$ cat config.mk
export PLATFORM = sky130hd
export DESIGN_NAME = fpu_result_stage
export DESIGN_NICKNAME = d
export VERILOG_FILES = /design/src/rtl/fpu_result_stage.sv
export SDC_FILE = /design/constraint.sdc
export NUM_CORES = 1
export LEC_CHECK = 0
export ABC_AREA = 0
export BUFFER_PORTS_ARGS = -buffer_cell sky130_fd_sc_hd__clkbuf_2
export CORE_MARGIN = 10
export CORE_UTILIZATION = 55
export DETAILED_ROUTE_END_ITERATION = 10
export HOLD_SLACK_MARGIN = 0.06
export MAX_ROUTING_LAYER = met4
export PLACE_DENSITY = 0.81
export SYNTH_ARGS = -nofsm -noshare
export SYNTH_HDL_FRONTEND = slang
export SYNTH_SLANG_ARGS = --single-unit
$ cat constraint.sdc
create_clock -name clk -period 2.7 [get_ports clk]
set_input_delay 0.405 -clock clk [delete_from_list [all_inputs] [get_ports clk]]
set_output_delay 0.405 -clock clk [all_outputs]
set_load 0.01 [all_outputs]
$ cat src/rtl/fpu_result_stage.sv
// fpu_result_stage: registered 2-entry skid buffer behind the FPU arithmetic units; classifies results, keeps sticky class flags and a delivered counter.
// Latency: 1 cycle from accept to out_valid when the buffer is empty; no combinational in-to-out path.
// Backpressure: in_ready is registered (occupancy < 2) and never depends combinationally on out_ready.
// Optional: define FPU_CANON_NAN_EN to replace every NaN input with canonical quiet NaN 32'h7FC00000.
module fpu_result_stage #(
   parameter int TAG_W = 4,
   parameter int CNT_W = 16
) (
   input  logic             clk,
   input  logic             rst_n,
   input  logic             in_valid,
   output logic             in_ready,
   input  logic [31:0]      in_res,
   input  logic [TAG_W-1:0] in_tag,
   output logic             out_valid,
   input  logic             out_ready,
   output logic [31:0]      out_res,
   output logic [TAG_W-1:0] out_tag,
   output logic [3:0]       out_class,
   output logic [3:0]       flags_sticky,
   input  logic             flags_clr,
   output logic [CNT_W-1:0] res_count
);

   localparam logic [1:0] ST_EMPTY = 2'd0;
   localparam logic [1:0] ST_ONE   = 2'd1;
   localparam logic [1:0] ST_FULL  = 2'd2;

   logic [1:0]       r_state;
   logic [1:0]       w_state_nxt;
   logic             r_in_ready;
   logic [31:0]      r_h_res;
   logic [TAG_W-1:0] r_h_tag;
   logic [3:0]       r_h_cls;
   logic [31:0]      r_t_res;
   logic [TAG_W-1:0] r_t_tag;
   logic [3:0]       r_t_cls;
   logic [3:0]       r_flags;
   logic [CNT_W-1:0] r_count;

   logic             w_accept;
   logic             w_deliver;
   logic [7:0]       w_exp;
   logic [22:0]      w_man;
   logic             w_e_max;
   logic             w_e_zero;
   logic             w_m_zero;
   logic [3:0]       w_in_cls;
   logic [31:0]      w_in_res;

   assign out_valid    = (r_state != ST_EMPTY);
   assign in_ready     = r_in_ready;
   assign out_res      = r_h_res;
   assign out_tag      = r_h_tag;
   assign out_class    = r_h_cls;
   assign flags_sticky = r_flags;
   assign res_count    = r_count;

   assign w_accept  = in_valid & r_in_ready;
   assign w_deliver = out_valid & out_ready;

   // Classify the incoming result; sign bit is ignored, at most one bit is set.
   assign w_exp    = in_res[30:23];
   assign w_man    = in_res[22:0];
   assign w_e_max  = (w_exp == 8'hFF);
   assign w_e_zero = (w_exp == 8'h00);
   assign w_m_zero = (w_man == 23'd0);
   assign w_in_cls = {w_e_max & ~w_m_zero, w_e_max & w_m_zero,
                      w_e_zero & w_m_zero, w_e_zero & ~w_m_zero};

`ifdef FPU_CANON_NAN_EN
   // NaNs lose sign and payload; the class bit still records that a NaN arrived.
   assign w_in_res = w_in_cls[3] ? 32'h7FC0_0000 : in_res;
`else
   assign w_in_res = in_res;
`endif

   // Occupancy transitions for the two-entry buffer.
   always_comb begin
      w_state_nxt = r_state;
      unique case (r_state)
         ST_EMPTY: if (w_accept) w_state_nxt = ST_ONE;
         ST_ONE: begin
            if (w_accept && !w_deliver)      w_state_nxt = ST_FULL;
            else if (!w_accept && w_deliver) w_state_nxt = ST_EMPTY;
         end
         ST_FULL: if (w_deliver) w_state_nxt = ST_ONE;
         default: w_state_nxt = ST_EMPTY;
      endcase
   end

   // Occupancy state and registered ready (room for at least one more entry).
   always_ff @(posedge clk or negedge rst_n) begin
      if (!rst_n) begin
         r_state    <= ST_EMPTY;
         r_in_ready <= 1'b1;
      end else begin
         r_state    <= w_state_nxt;
         r_in_ready <= (w_state_nxt != ST_FULL);
      end
   end

   // Entry storage: head drives out_*, tail holds the second entry while FULL; head holds when empty.
   always_ff @(posedge clk or negedge rst_n) begin
      if (!rst_n) begin
         r_h_res <= '0;
         r_h_tag <= '0;
         r_h_cls <= '0;
         r_t_res <= '0;
         r_t_tag <= '0;
         r_t_cls <= '0;
      end else begin
         unique case (r_state)
            ST_EMPTY: begin
               if (w_accept) begin
                  r_h_res <= w_in_res;
                  r_h_tag <= in_tag;
                  r_h_cls <= w_in_cls;
               end
            end
            ST_ONE: begin
               if (w_accept && w_deliver) begin
                  r_h_res <= w_in_res;
                  r_h_tag <= in_tag;
                  r_h_cls <= w_in_cls;
               end else if (w_accept) begin
                  r_t_res <= w_in_res;
                  r_t_tag <= in_tag;
                  r_t_cls <= w_in_cls;
               end
            end
            ST_FULL: begin
               if (w_deliver) begin
                  r_h_res <= r_t_res;
                  r_h_tag <= r_t_tag;
                  r_h_cls <= r_t_cls;
               end
            end
            default: ;
         endcase
      end
   end

   // Sticky flags: clear first, then OR in the class of the entry delivered this cycle.
   always_ff @(posedge clk or negedge rst_n) begin
      if (!rst_n) r_flags <= 4'd0;
      else        r_flags <= (flags_clr ? 4'd0 : r_flags) | (w_deliver ? r_h_cls : 4'd0);
   end

   // Delivered-result counter, wraps silently; unaffected by flags_clr.
   always_ff @(posedge clk or negedge rst_n) begin
      if (!rst_n)         r_count <= '0;
      else if (w_deliver) r_count <= r_count + CNT_W'(1);
   end

endmodule

==> results by group, run 1 <==
Power
  – Power per cell area: 993.5 mW/mm^2
  – Sequential Power Share: 0.478
  – Comb power frac: 0.296
  – Clock Power Share: 0.226
  – Sw frac: 0.3191
  – Switch Pwr: 1.678 mW
  – Power Total: 5.259 mW
  – P_leak: 2.422 nW
  – Internal power: 3.581 mW
  – VDD IR max: 0.0005136 V

Layout
  – Final core occ: 0.6815
  – Non-filler cells, final: 580
  – Synth-to-Final Area Change: 19.69%
  – Fillers: 604
  – Nets: 517
  – Share of cells above drive strength 1: 0.3452
  – # diodes: 0

Clock network
  – CTS tree: done
  – Clk_lat worst skew: 0.36 ns
  – H-tree levels: 3
  – Post-CTS sizing: 0
  – CTS Hold Bufs: 1
  – Setup Buffers After CTS: 0
  – Cell chosen for the clock root: clkbuf_8
  – Total CTS buffers: 9
  – Clock sink total: 103
  – Reg clk slew, reported paths: 0.09 ns
  – CTS max path bufs: 2

Place
  – Dpl cells: 565
  – PortBufs: 102
  – HPWL Detailed: 7166 um
  – Gp weighted congestion: 0.7903

Die
  – Die width: 109.7 um
  – Die Y: 109.7 um
  – Row cnt: 32
  – Ports: 103
  – Die area: 0.01203 mm^2
  – Starting Density: 0.5694
  – Total core area: 0.007767 mm^2

Drt
  – Initial DRC Count: 123
  – DRT Wirelength: 9677 um
  – Avg Vias per Cell: 5.371
  – Routed Antenna Nets: 0
  – DRC violations left: 0
  – Drt wl/cell: 16.68 um
  – First-pass DRT Iterations: 4
  – Total number of vias: 3115

Critical path
  – CP endpoint kind: register
  – Worst reg2reg startpoint: r_state[0]
  – Kind of critical path: register to register
  – Slowest CP cell: o221a_2
  – Worst path max stage delay: 0.57 ns
  – Buf+Inv Stages, Crit Path: 1
  – CP Launch Type: register
  – Reg2Reg Depth: 4
  – Worst path arrival time: 2.25 ns
  – CP Depth: 4
  – Top delay family on crit path: compound AO/OA/AOI/OAI gates
  – Crit-path max FO: 32
  – Worst Setup SP: r_state[0]
  – Crit-path cells: nand2b_1 > o221a_2 > buf_4 > o21ai_0
  – Crit path required time: 2.93 ns

STA
  – Fmax: 495.2 MHz
  – Clock skew: 0.01258 ns
  – Setup TNS: 0 ns
  – Pins over their slew limit: 0
  – Final hold vios: 0
  – Max transition margin: 0.5811
  – Minimum clock period: 2.019 ns
  – RSZ-0062 raised after global routing: false
  – Hold Slack: 0.2730 ns
  – Slew at the pin closest to its max-slew limit: 0.6284 ns
  – Setup-failing EPs final: 0
  – Final period util: 0.7478

Global routing
  – Initial antenna violation count: 0
  – First-pass GRT wire length: 15930 um
  – Largest net degree at the start of global routing: 59
  – GRT Util Overall: 0.1715
  – Number of global-route vias before repair: 3211
  – Gr ovfl total: 0

Synth
  – Register area share after synthesis: 0.5830
  – Avg Cell Area, Syn: 11.76 um^2
  – Syn Nets: 418
  – Syn Inst Count: 376
  – Largest area contributor in the netlist: dfrtp_1
  – Most common flop cell mapped by yosys: dfrtp_1
  – Post-Syn Area: 0.004423 mm^2
  – Post-synth cell types: 32
  – Ys Warns: 0
  – Ys async rst share: 1.000
  – Top cell type's share of synthesized area: 0.5771
  – Number of flops mapped to enable cells by yosys: 0
  – Synth Register Bits: 103
  – Area contributors post-synth: dfrtp_1 (58%), mux2_2 (9.4%), mux2i_1 (8.8%)

Min path
  – Hold Path Class: input pin to register
  – Hold Crit Depth: 2
  – Hold path startpoint: flags_clr

Run status
  – Status: complete, no violations

Flow run
  – Maxcap violations: 0
[stage by stage]
stage	setup WS (ns)	cell area, um^2
after global routing	0.4469	5294
final	0.6808	5294
after CTS	0.6746	5294
after detailed placement	0.6991	5036
after global placement	0.7651	5036
after floorplan	0.9796	4423
[final timing paths]
path                                    to  slack (ns)
max                            out_res[26]        0.68
min                        flags_sticky[2]        0.27
max reg2reg                    out_res[26]        0.68
min reg2reg                  res_count[15]        0.48
max in group asynchronous         in_ready        1.36
min in group asynchronous    res_count[14]        0.57
[kinds of logic (layout without fill, tap and decap cells)]
logic type / Yosys count / in the layout / share of synthesized area
xor gates and xnor gates: 15 / 15 / 0.02970
DFF: 103 / 103 / 0.5830
AOI/OAI and AO/OA: 54 / 54 / 0.06874
muxes: 76 / 76 / 0.1825
and+or+nand+nor: 96 / 96 / 0.1007
buffers and inverters: 31 / 133 / 0.03253
adders and majority gates: 1 / 1 / 0.002828
[cells in the final DEF (no fill, tap or decap), types with 6 or more instances in the layout]
cell / instances
nor2_1: 9
nand2_1: 49
nor4_1: 8
clkbuf_2: 101
nand4_1: 6
xnor2_1: 11
dfrtp_1: 102
mux2i_1: 39
mux2_2: 37
o21ai_0: 40
inv_1: 10
nand3_1: 9
clkbuf_8: 9
[synth_stat cells, types with 2 or more instances]
library cell	number
and2_1	2
a21oi_1	2
or2_2	3
o31ai_1	2
nand4_1	6
nand2_1	49
o22ai_1	5
nor2_1	9
and3_1	2
dfrtp_1	102
mux2i_1	39
mux2_2	37
buf_6	2
nor2b_1	2
clkbuf_1	9
buf_2	10
a221o_1	2
xnor2_1	11
xor2_1	4
nand3_1	9
nor4_1	8
o21ai_0	40
nor3_1	3
inv_1	10
[cell type report]
| type | count | area, um^2 | area share |
|---|---|---|---|
| clock inverters | 4 | 120.1 | 0.02269 |
| multi-input cells | 242 | 1709 | 0.3229 |
| clock buffers | 10 | 127.6 | 0.02411 |
| inverters | 10 | 37.54 | 0.007091 |
| repair buffers | 109 | 593.1 | 0.1120 |
| well taps | 102 | 127.6 | 0.02411 |
| flip-flops and latches | 103 | 2579 | 0.4871 |
[power by group through the flow]
stage | Sequential (mW) | Clock, mW | Combinational (mW)
6_report | 2.51 | 1.19 | 1.56
3_3_place_gp | 2.52 | 0 | 1.53
2_1_floorplan | 2.61 | 0 | 0.863
5_1_grt | 2.59 | 1.27 | 1.73
3_5_place_dp | 2.54 | 0 | 1.59
4_1_cts | 2.51 | 1.21 | 1.60
[worst register-to-register path, cell delays in order, from the launching register on]
cell and delay [ns]:
dfrtp_1 0.50, nand2b_1 0.31, o221a_2 0.57, buf_4 0.38, o21ai_0 0.14
[state kept, by name, indices dropped and copies added, names as in the netlist]
register and cells:
in_ready 1, r_t_tag 4, res_count 16, r_state 2
r_t_res 32, out_class 4, r_t_cls 4, out_res 32
out_tag 4, flags_sticky 4
[metal layers]
layer / routed length [um] / vias up / global-route usage
met5: 0 / - / -
met1: 4307 / 1531 / 0.2195
li1: - / 1499 / -
met2: 4703 / 69 / 0.2636
met3: 501 / 16 / 0.04154
met4: 164 / 0 / 0.05576
Note: power is estimated with default switching activity, not from simulation.
==> run 2, diff against run 1 <==
--- a/config.mk
+++ b/config.mk
@@ -8,11 +8,11 @@
 export ABC_AREA = 0
 export BUFFER_PORTS_ARGS = -buffer_cell sky130_fd_sc_hd__clkbuf_2
 export CORE_MARGIN = 10
-export CORE_UTILIZATION = 55
+export CORE_UTILIZATION = 48
 export DETAILED_ROUTE_END_ITERATION = 10
 export HOLD_SLACK_MARGIN = 0.06
 export MAX_ROUTING_LAYER = met4
-export PLACE_DENSITY = 0.81
+export PLACE_DENSITY = 0.75
 export SYNTH_ARGS = -nofsm -noshare
 export SYNTH_HDL_FRONTEND = slang
 export SYNTH_SLANG_ARGS = --single-unit
==> constraint.sdc (replaced) <==
create_clock -name clk -period 1.66 [get_ports clk]
set_input_delay 0.249 -clock clk [delete_from_list [all_inputs] [get_ports clk]]
set_output_delay 0.249 -clock clk [all_outputs]
set_load 0.01 [all_outputs]
==> results by group, run 2 (synthesis gave the netlist of run 1 again) <==
Critical path
  – Slowest CP cell: dfstp_2
  – Worst reg2reg startpoint: in_ready
  – Worst Setup SP: in_ready
  – CP endpoint kind: register
  – Worst path arrival time: 1.85 ns
  – Crit-path cells: and3b_1 > and2_4 > buf_12 > mux2_2
  – Crit path required time: 1.91 ns
  – CP Launch Type: register
  – Top delay family on crit path: flip-flops
  – Crit-path max FO: 18
  – Kind of critical path: register to register
  – Worst path max stage delay: 0.56 ns
  – Buf+Inv Stages, Crit Path: 1

STA
  – Clock skew: 0.007317 ns
  – Fmax: 622.6 MHz
  – Minimum clock period: 1.606 ns
  – Max transition margin: 0.6301
  – Pins over their slew limit: 0
  – Setup TNS: 0 ns
  – RSZ-0062 raised after global routing: false
  – Slew at the pin closest to its max-slew limit: 0.5498 ns
  – Setup-failing EPs final: 0
  – Final hold vios: 0
  – Final period util: 0.9676

Drt
  – Drt wl/cell: 16.36 um
  – Routed Antenna Nets: 0
  – DRC violations left: 0
  – Avg Vias per Cell: 5.249
  – Initial DRC Count: 120
  – DRT Wirelength: 9797 um
  – First-pass DRT Iterations: 5
  – Total number of vias: 3144

Layout
  – Most frequent cells in the layout: dfrtp_1 (101), clkbuf_2 (101), nand2_1 (49), o21ai_0 (40), mux2i_1 (39)
  – Synth-to-Final Area Change: 21.78%
  – # diodes: 0
  – Nets: 529
  – Post-route cell area: 0.005386 mm^2
  – Share of cells above drive strength 1: 0.3646

Clock network
  – Clock sink total: 103
  – CTS max path bufs: 2
  – Total CTS buffers: 9
  – Reg clk slew, reported paths: 0.09 ns
  – H-tree levels: 3
  – Cell chosen for the clock root: clkbuf_8
  – Clk_lat worst skew: 0.36 ns
  – CTS tree: done
  – Setup Buffers After CTS: 0

Power
  – Power per cell area: 1529 mW/mm^2
  – P_leak: 2.461 nW
  – VDD IR max: 0.0007286 V

Global routing
  – Met2 usage: 0.2340
  – First-pass GRT wire length: 15920 um
  – Number of global-route vias before repair: 3215
  – GRT Util Overall: 0.1528
  – Gr ovfl total: 0
  – Global route hottest layer: met2
  – Largest net degree at the start of global routing: 57
  – GRT met3 Usage: 0.05168
  – M1 GR Usage: 0.1877
  – Initial antenna violation count: 0

Die
  – Starting Density: 0.4999
  – Die Y: 116.0 um
  – Die area: 0.01345 mm^2
  – Total core area: 0.008848 mm^2
  – Die width: 116.0 um
  – Row cnt: 34
  – Ports: 103

Flow run
  – Maxcap violations: 0

Place
  – PortBufs: 102
  – Gp weighted congestion: 0.7925
  – Placed cell area: 0.005174 mm^2
  – HPWL Detailed: 7415 um

Min path
  – Hold path startpoint: flags_clr
  – Hold Path Class: input pin to register

Run status
  – Status: complete, no violations
run 2: power breakdown:
group	leakage, nW	switching [mW]	internal, mW
logic	1.09	1.37	1.31
clock network	0.0878	0.821	0.662
registers	1.29	0.590	3.48
run 2: metrics by stage:
step	hold WS (ns)	total power [mW]	setup slack, ns	util	std cells
6_report	0.1023	8.234	0.05377	0.6087	599
5_1_grt	0.1110	8.823	0.01832	0.6087	599
4_1_cts	0.09394	8.321	0.0005111	0.6070	599
3_5_place_dp	0.2640	6.833	-0.06054	0.5847	583
3_3_place_gp	0.2635	6.697	-0.03324	0.5847	583
2_1_floorplan	-0.04659	5.663	0.001270	-	376
run 2: worst paths after layout:
path / end / slack, ns / cells after the start
min reg2reg: res_count[15] / 0.47 / 1
min: flags_sticky[2] / 0.10 / 2
max: r_t_res[6] / 0.05 / 4
max in group asynchronous: in_ready / 0.97 / 3
max reg2reg: r_t_res[6] / 0.05 / 4
min in group asynchronous: res_count[7] / 0.41 / 3
run 2: per-layer routing:
layer	part of all wire	vias to the layer above	routed length, um
met2	0.48	78	4668
met5	0	-	0
met1	0.45	1529	4423
met4	0.0088	0	86
li1	-	1530	-
met3	0.063	7	619
run 2: worst register-to-register path: stages (launching register included):
cell and delay (ns):
dfstp_2 0.56, and3b_1 0.21, and2_4 0.21, buf_12 0.17, mux2_2 0.35
run 2: what timing repair did:
item	CTS	global route
hold buffers	1	0
resized for setup	1	4
hold endpoints to repair	102	0
setup endpoints to repair	7	41
run 2: area by class of cell:
cell class	count	area [um^2]
clock inverter	2	15.01
inverter	10	37.54
fill	752	3462
multi-input combinational	242	1722
clock buffer	13	168.9
tap	108	135.1
sequential	103	2580
timing repair buffer	121	728.2
